File: src/rtl/aes_frame_pkg.sv
// Shared types and constants for the UART <-> AES frame sequencer.
package aes_frame_pkg;
  localparam int         AES_BYTES       = 16;
  localparam logic [7:0] HDR_ENC_DEFAULT = 8'h01;

  typedef logic [127:0] block_t;

  typedef enum logic [2:0] {
    IDLE,
    RX_KEY,
    RX_PT,
    START,
    WAIT,
    TX
  } state_e;
endpackage

File: src/rtl/byte_shreg128.sv
// 128-bit byte-wise shift register: parallel load, shift-in byte at the LSB end,
// or shift-out (MSB byte leaves, zero enters). Priority: load > shift_in > shift_out.
module byte_shreg128
  import aes_frame_pkg::*;
(
  input  logic       clk,
  input  logic       rst,
  input  logic       load,
  input  block_t     load_data,
  input  logic       shift_in,
  input  logic [7:0] din,
  input  logic       shift_out,
  output block_t     q
);
  block_t data_q, data_d;

  always_comb begin
    data_d = data_q;
    if (load)           data_d = load_data;
    else if (shift_in)  data_d = {data_q[119:0], din};
    else if (shift_out) data_d = {data_q[119:0], 8'h00};
  end

  always_ff @(posedge clk) begin
    if (rst) data_q <= '0;
    else     data_q <= data_d;
  end

  assign q = data_q;
endmodule

File: src/rtl/aes_uart_frame_ctrl.sv
// Frame sequencer: header + 16 key + 16 pt bytes from UART, run AES, stream 16 ct bytes back.
// Optional SCA_TRIG_EN adds sca_trig, high from START through WAIT (scope trigger).
module aes_uart_frame_ctrl
  import aes_frame_pkg::*;
#(
  parameter logic [7:0] HDR_ENC        = HDR_ENC_DEFAULT,
  parameter int         TIMEOUT_CYCLES = 1000000,
  parameter int         TO_W           = 20
) (
  input  logic         clk,
  input  logic         rst,
  input  logic [7:0]   rx_data,
  input  logic         rx_valid,
  output logic [7:0]   tx_data,
  output logic         tx_valid,
  input  logic         tx_ready,
  output logic [127:0] aes_key,
  output logic [127:0] aes_pt,
  output logic         aes_start,
  input  logic         aes_done,
  input  logic [127:0] aes_ct,
  output logic         bsy,
  output logic         frame_err
`ifdef SCA_TRIG_EN
  ,
  output logic         sca_trig
`endif
);
  localparam logic [4:0]      LAST_BYTE = 5'(AES_BYTES - 1);
  localparam logic [TO_W-1:0] TO_LIMIT  = TO_W'(TIMEOUT_CYCLES);

  state_e          state_q, state_d;
  logic [4:0]      cnt_q, cnt_d;
  logic [TO_W-1:0] to_cnt_q, to_cnt_d, to_inc;
  logic            tx_valid_q, tx_valid_d;
  logic            bsy_q, bsy_d;
  logic            aes_start_q, aes_start_d;
  logic            frame_err_q, frame_err_d;
`ifdef SCA_TRIG_EN
  logic            sca_trig_q, sca_trig_d;
`endif

  logic            key_sh, pt_sh, ct_ld, ct_sh;
  block_t          ct_q;
  logic [119:0]    ct_lo_unused;

  assign to_inc = to_cnt_q + TO_W'(1);

  always_comb begin
    state_d     = state_q;
    cnt_d       = cnt_q;
    to_cnt_d    = '0;
    frame_err_d = 1'b0;
    key_sh      = 1'b0;
    pt_sh       = 1'b0;
    ct_ld       = 1'b0;
    ct_sh       = 1'b0;
    case (state_q)
      IDLE: begin
        if (rx_valid) begin
          if (rx_data == HDR_ENC) begin
            state_d = RX_KEY;
            cnt_d   = '0;
          end else begin
            frame_err_d = 1'b1;
          end
        end
      end
      RX_KEY, RX_PT: begin
        // An arriving byte always beats a timeout expiring in the same cycle.
        if (rx_valid) begin
          key_sh = (state_q == RX_KEY);
          pt_sh  = (state_q == RX_PT);
          if (cnt_q == LAST_BYTE) begin
            cnt_d   = '0;
            state_d = (state_q == RX_KEY) ? RX_PT : START;
          end else begin
            cnt_d = cnt_q + 5'd1;
          end
        end else if (to_inc == TO_LIMIT) begin
          state_d     = IDLE;
          cnt_d       = '0;
          frame_err_d = 1'b1;
        end else begin
          to_cnt_d = to_inc;
        end
      end
      START: begin
        frame_err_d = rx_valid;
        state_d     = WAIT;
      end
      WAIT: begin
        frame_err_d = rx_valid;
        if (aes_done) begin
          ct_ld   = 1'b1;
          cnt_d   = '0;
          state_d = TX;
        end
      end
      TX: begin
        frame_err_d = rx_valid;
        if (tx_valid_q && tx_ready) begin
          ct_sh = 1'b1;
          if (cnt_q == LAST_BYTE) begin
            cnt_d   = '0;
            state_d = IDLE;
          end else begin
            cnt_d = cnt_q + 5'd1;
          end
        end
      end
      default: state_d = IDLE;
    endcase

    tx_valid_d  = (state_d == TX);
    bsy_d       = (state_d != IDLE);
    aes_start_d = (state_d == START);
`ifdef SCA_TRIG_EN
    sca_trig_d  = (state_d == START) || (state_d == WAIT);
`endif
  end

  always_ff @(posedge clk) begin
    if (rst) begin
      state_q     <= IDLE;
      cnt_q       <= '0;
      to_cnt_q    <= '0;
      tx_valid_q  <= 1'b0;
      bsy_q       <= 1'b0;
      aes_start_q <= 1'b0;
      frame_err_q <= 1'b0;
`ifdef SCA_TRIG_EN
      sca_trig_q  <= 1'b0;
`endif
    end else begin
      state_q     <= state_d;
      cnt_q       <= cnt_d;
      to_cnt_q    <= to_cnt_d;
      tx_valid_q  <= tx_valid_d;
      bsy_q       <= bsy_d;
      aes_start_q <= aes_start_d;
      frame_err_q <= frame_err_d;
`ifdef SCA_TRIG_EN
      sca_trig_q  <= sca_trig_d;
`endif
    end
  end

  byte_shreg128 u_key (
    .clk(clk), .rst(rst), .load(1'b0), .load_data('0),
    .shift_in(key_sh), .din(rx_data), .shift_out(1'b0), .q(aes_key)
  );

  byte_shreg128 u_pt (
    .clk(clk), .rst(rst), .load(1'b0), .load_data('0),
    .shift_in(pt_sh), .din(rx_data), .shift_out(1'b0), .q(aes_pt)
  );

  byte_shreg128 u_ct (
    .clk(clk), .rst(rst), .load(ct_ld), .load_data(aes_ct),
    .shift_in(1'b0), .din(8'h00), .shift_out(ct_sh), .q(ct_q)
  );

  // Only the MSB byte of the ct register is ever presented.
  assign {tx_data, ct_lo_unused} = ct_q;

  assign tx_valid  = tx_valid_q;
  assign bsy       = bsy_q;
  assign aes_start = aes_start_q;
  assign frame_err = frame_err_q;
`ifdef SCA_TRIG_EN
  assign sca_trig  = sca_trig_q;
`endif
endmodule
File: config.mk
export PLATFORM = sky130hd
export DESIGN_NAME = aes_uart_frame_ctrl
export DESIGN_NICKNAME = d
export VERILOG_FILES = /design/src/rtl/aes_frame_pkg.sv /design/src/rtl/byte_shreg128.sv /design/src/rtl/aes_uart_frame_ctrl.sv
export SDC_FILE = /design/constraint.sdc
export NUM_CORES = 1
export LEC_CHECK = 0
export ABC_AREA = 0
export BUFFER_PORTS_ARGS = -buffer_cell sky130_fd_sc_hd__buf_2
export CAP_MARGIN = 20
export CORE_AREA = 2 2 124 247
export CTS_BUF_LIST = sky130_fd_sc_hd__clkbuf_4 sky130_fd_sc_hd__clkbuf_8
export DETAILED_ROUTE_END_ITERATION = 12
export DIE_AREA = 0 0 126 249
export PLACE_DENSITY_LB_ADDON = 0.12
export SETUP_SLACK_MARGIN = 0.2
export SYNTH_ARGS = -nofsm -noshare
export SYNTH_HDL_FRONTEND = slang
export SYNTH_SLANG_ARGS = --single-unit
File: constraint.sdc
create_clock -name clk -period 3.2 [get_ports clk]
set_input_delay 0.16 -clock clk [delete_from_list [all_inputs] [get_ports clk]]
set_output_delay 0.16 -clock clk [all_outputs]
set_load 0.05 [all_outputs]
==> impl_results.md <==
* Post-synthesis sequential area ratio at 0.520
* Pre-CTS setup slack at 0.0919 ns
* Setup ws final at 0.321 ns
* First-pass GRT wire length at 76.0 mm
* Ports at 409
* Rows at 89
* Max-cap violation count at 0
* Pwr dens at 474 mW/mm²
* Least-Margin Pin Slew at 1.03 ns
* CTS Root Buffer Type: clkbuf_8
* H-tree Lvls at 2
* Slew Limit Fails at 0
* Slew HR at 0.313
* Clock Tree Buf Depth at 3
* Final setup fails at 0
* Critical path buffer and inverter count at 1
* Chip height at 249 µm
* Setup tns final at 0 ns
* Commonest non-fill, non-tap cell in the layout: nand2_1
* Critical path's largest stage delay at 0.57 ns
* Fin crit period at 2.88 ns
* Worst Hold Class: input pin to register
* Post-synth ARST share at 0
* Unrepaired setup endpoints after global routing: yes
* Leak at 8.07 nW
* Hold depth at 2
* Routed Antenna Nets at 0
* Final worst path period share at 0.900
* Netlist cell types at 54
* Initial Utilization at 0.545
* Total grt overflow at 0
* Critical path cell sequence: nand4_4, or4_4, or3_4, a211oi_2, nor4b_4, buf_4, o21a_4, mux2_1
* CP delay by family, top: simple AND/OR/NAND/NOR gates
* Clock transition at path regs at 0.07 ns
* WL/cell at 16.7 µm
* F_max at 347 MHz
* Port Buffers at 408
* Outcome: finished clean
* CP startpoint kind: register
* Area grow syn2layout at 30.5%
* Critical Path Slowest Stage Cell: or4_4
* Post-DP HPWL at 30.8 mm
* Ys Warns at 0
* Vias at 16,000
* Detailed Route WL at 49.0 mm
* CORE AREA at 0.0294 mm²
* Most used DFF post-synth: dfxtp_1
* Setup Skew at 0.0141 ns
* DR DRC count at 0
* Syn avg cell area at 7.74 µm²
* CTS sink cnt at 416
* DR pass1 iterations at 5
* Vias in the first global route at 14,900
* VDD IR max at 0.394 mV
* Share of cells above drive strength 1 at 0.218
* TritonCTS clock tree: done
* Final hold viol count at 0
* Gate Count Post-Synth at 2,068
* Vias/cell at 5.45
* Largest net degree at the start of global routing at 155
* Final Instance Area at 0.0209 mm²
* Post-synthesis register bit count at 416
* Die X-Extent at 126 µm
* Total GRT Usage at 0.293
* CP max FO at 8
* Placed cell areas at 0.0182 mm²
* Num CTS Buffers at 58
* Drt first-iter violations at 1,234
* Critical path endpoint category: register
* Crit Path Class: register to register
* Commonest cells after routing, fill and taps aside: nand2_1 (772), dfxtp_1 (413), buf_2 (407)
* Arr. time, crit path at 3.35 ns
* Initial antenna violation count at 2
* FF-to-FF path depth at 8
* Area of the mapped netlist at 0.0160 mm²
* Gpl congestion at 0.849
* Final nets at 2,665
* Die area at 0.0314 mm²
* CP required at 3.67 ns
* Clock latency on the worst-skew pair at 0.60 ns
* Number of cells on the critical path at 8
* Mapped Nets at 2,211
* Number of synthesized flops with an enable pin at 0
-- stage by stage --
stage	instances	hold WS (ns)	util	power [W]
3_3_place_gp	2688	0.405	0.619	0.00549
5_1_grt	2928	0.132	0.711	0.0102
4_1_cts	2926	0.111	0.709	0.00997
3_5_place_dp	2688	0.414	0.619	0.00549
2_1_floorplan	2068	0.296	-	0.00537
6_report	2928	0.0780	0.711	0.00990
-- path summary, 6_finish.rpt --
| kind | startpoint | end | slack (ns) |
|---|---|---|---|
| max reg2reg | to_cnt_q[8] | cnt_q[0] | 0.32 |
| max | to_cnt_q[8] | cnt_q[0] | 0.32 |
| min reg2reg | u_key.q[121] | u_key.q[121] | 0.45 |
| min | rst | u_pt.q[24] | 0.08 |
-- what timing repair did --
item / CTS / global route
resized for setup: 1 / 11
endpoints found under the hold margin: 147 / 0
hold buffers: 137 / 0
cloned: 0 / 0
setup buffers: 1 / 0
endpoints found under the setup margin: 24 / 27
-- cells by family after synthesis --
family | share of synthesized area
adders and majority gates | 0.00156
xor gates and xnor gates | 0.00875
muxes | 0.00133
buffers and inverters | 0.0462
AOI/OAI and AO/OA | 0.168
and+or+nand+nor | 0.254
DFF | 0.520
-- power by group --
part / total (W) / leakage [nW] / switching [W] / internal [W]
clock network: 0.00437 / 0.662 / 0.00195 / 0.00242
registers: 0.00518 / 3.35 / 0.000000625 / 0.00518
logic: 0.000348 / 4.06 / 0.000164 / 0.000184
total: 0.00990 / 8.07 / 0.00211 / 0.00779
-- registers in the layout (all words and copies together), names as in the netlist --
register and count:
cnt_q 5, tx_valid 1, u_ct.q 128, frame_err 1
u_key.q 128, u_pt.q 128, to_cnt_q 20, aes_start 1
state_q 3, bsy 1
-- metal layers --
layer	part of all wire	wire [µm]	global-route usage	vias up
met2	0.53	25800	0.533	602
met1	0.36	17800	0.319	7399
met3	0.055	2720	0.0460	157
li1	-	-	-	7808
met5	0	0	0	-
met4	0.056	2730	0.160	0
-- synthesized netlist by cell type (all sizes together), types with 5 or more instances --
library cell / count / area (µm²)
nand3: 23 / 120
dfxtp: 416 / 8330
nor3: 8 / 40.0
xor2: 6 / 52.6
buf: 18 / 111
o21ai: 8 / 40.0
nor2: 157 / 589
or3: 9 / 61.3
a311oi: 120 / 1050
xnor2: 10 / 87.6
a21oi: 276 / 1380
nand2: 773 / 2900
clkbuf: 159 / 598
nor4: 6 / 37.5
nand2b: 8 / 50.1
nor2b: 5 / 31.3
inv: 8 / 30.0
nand4: 11 / 83.8
-- layout make-up --
cell class	instances	area (µm²)
clock buffers	93	1190
inverters	8	30.0
flip-flops and latches	416	8330
repair buffers	571	3780
well taps	364	455
clock inverters	7	65.1
fillers	2373	8510
diodes	2	5.00
multi-input cells	1467	7030
Power figures use the tool's default switching activity.
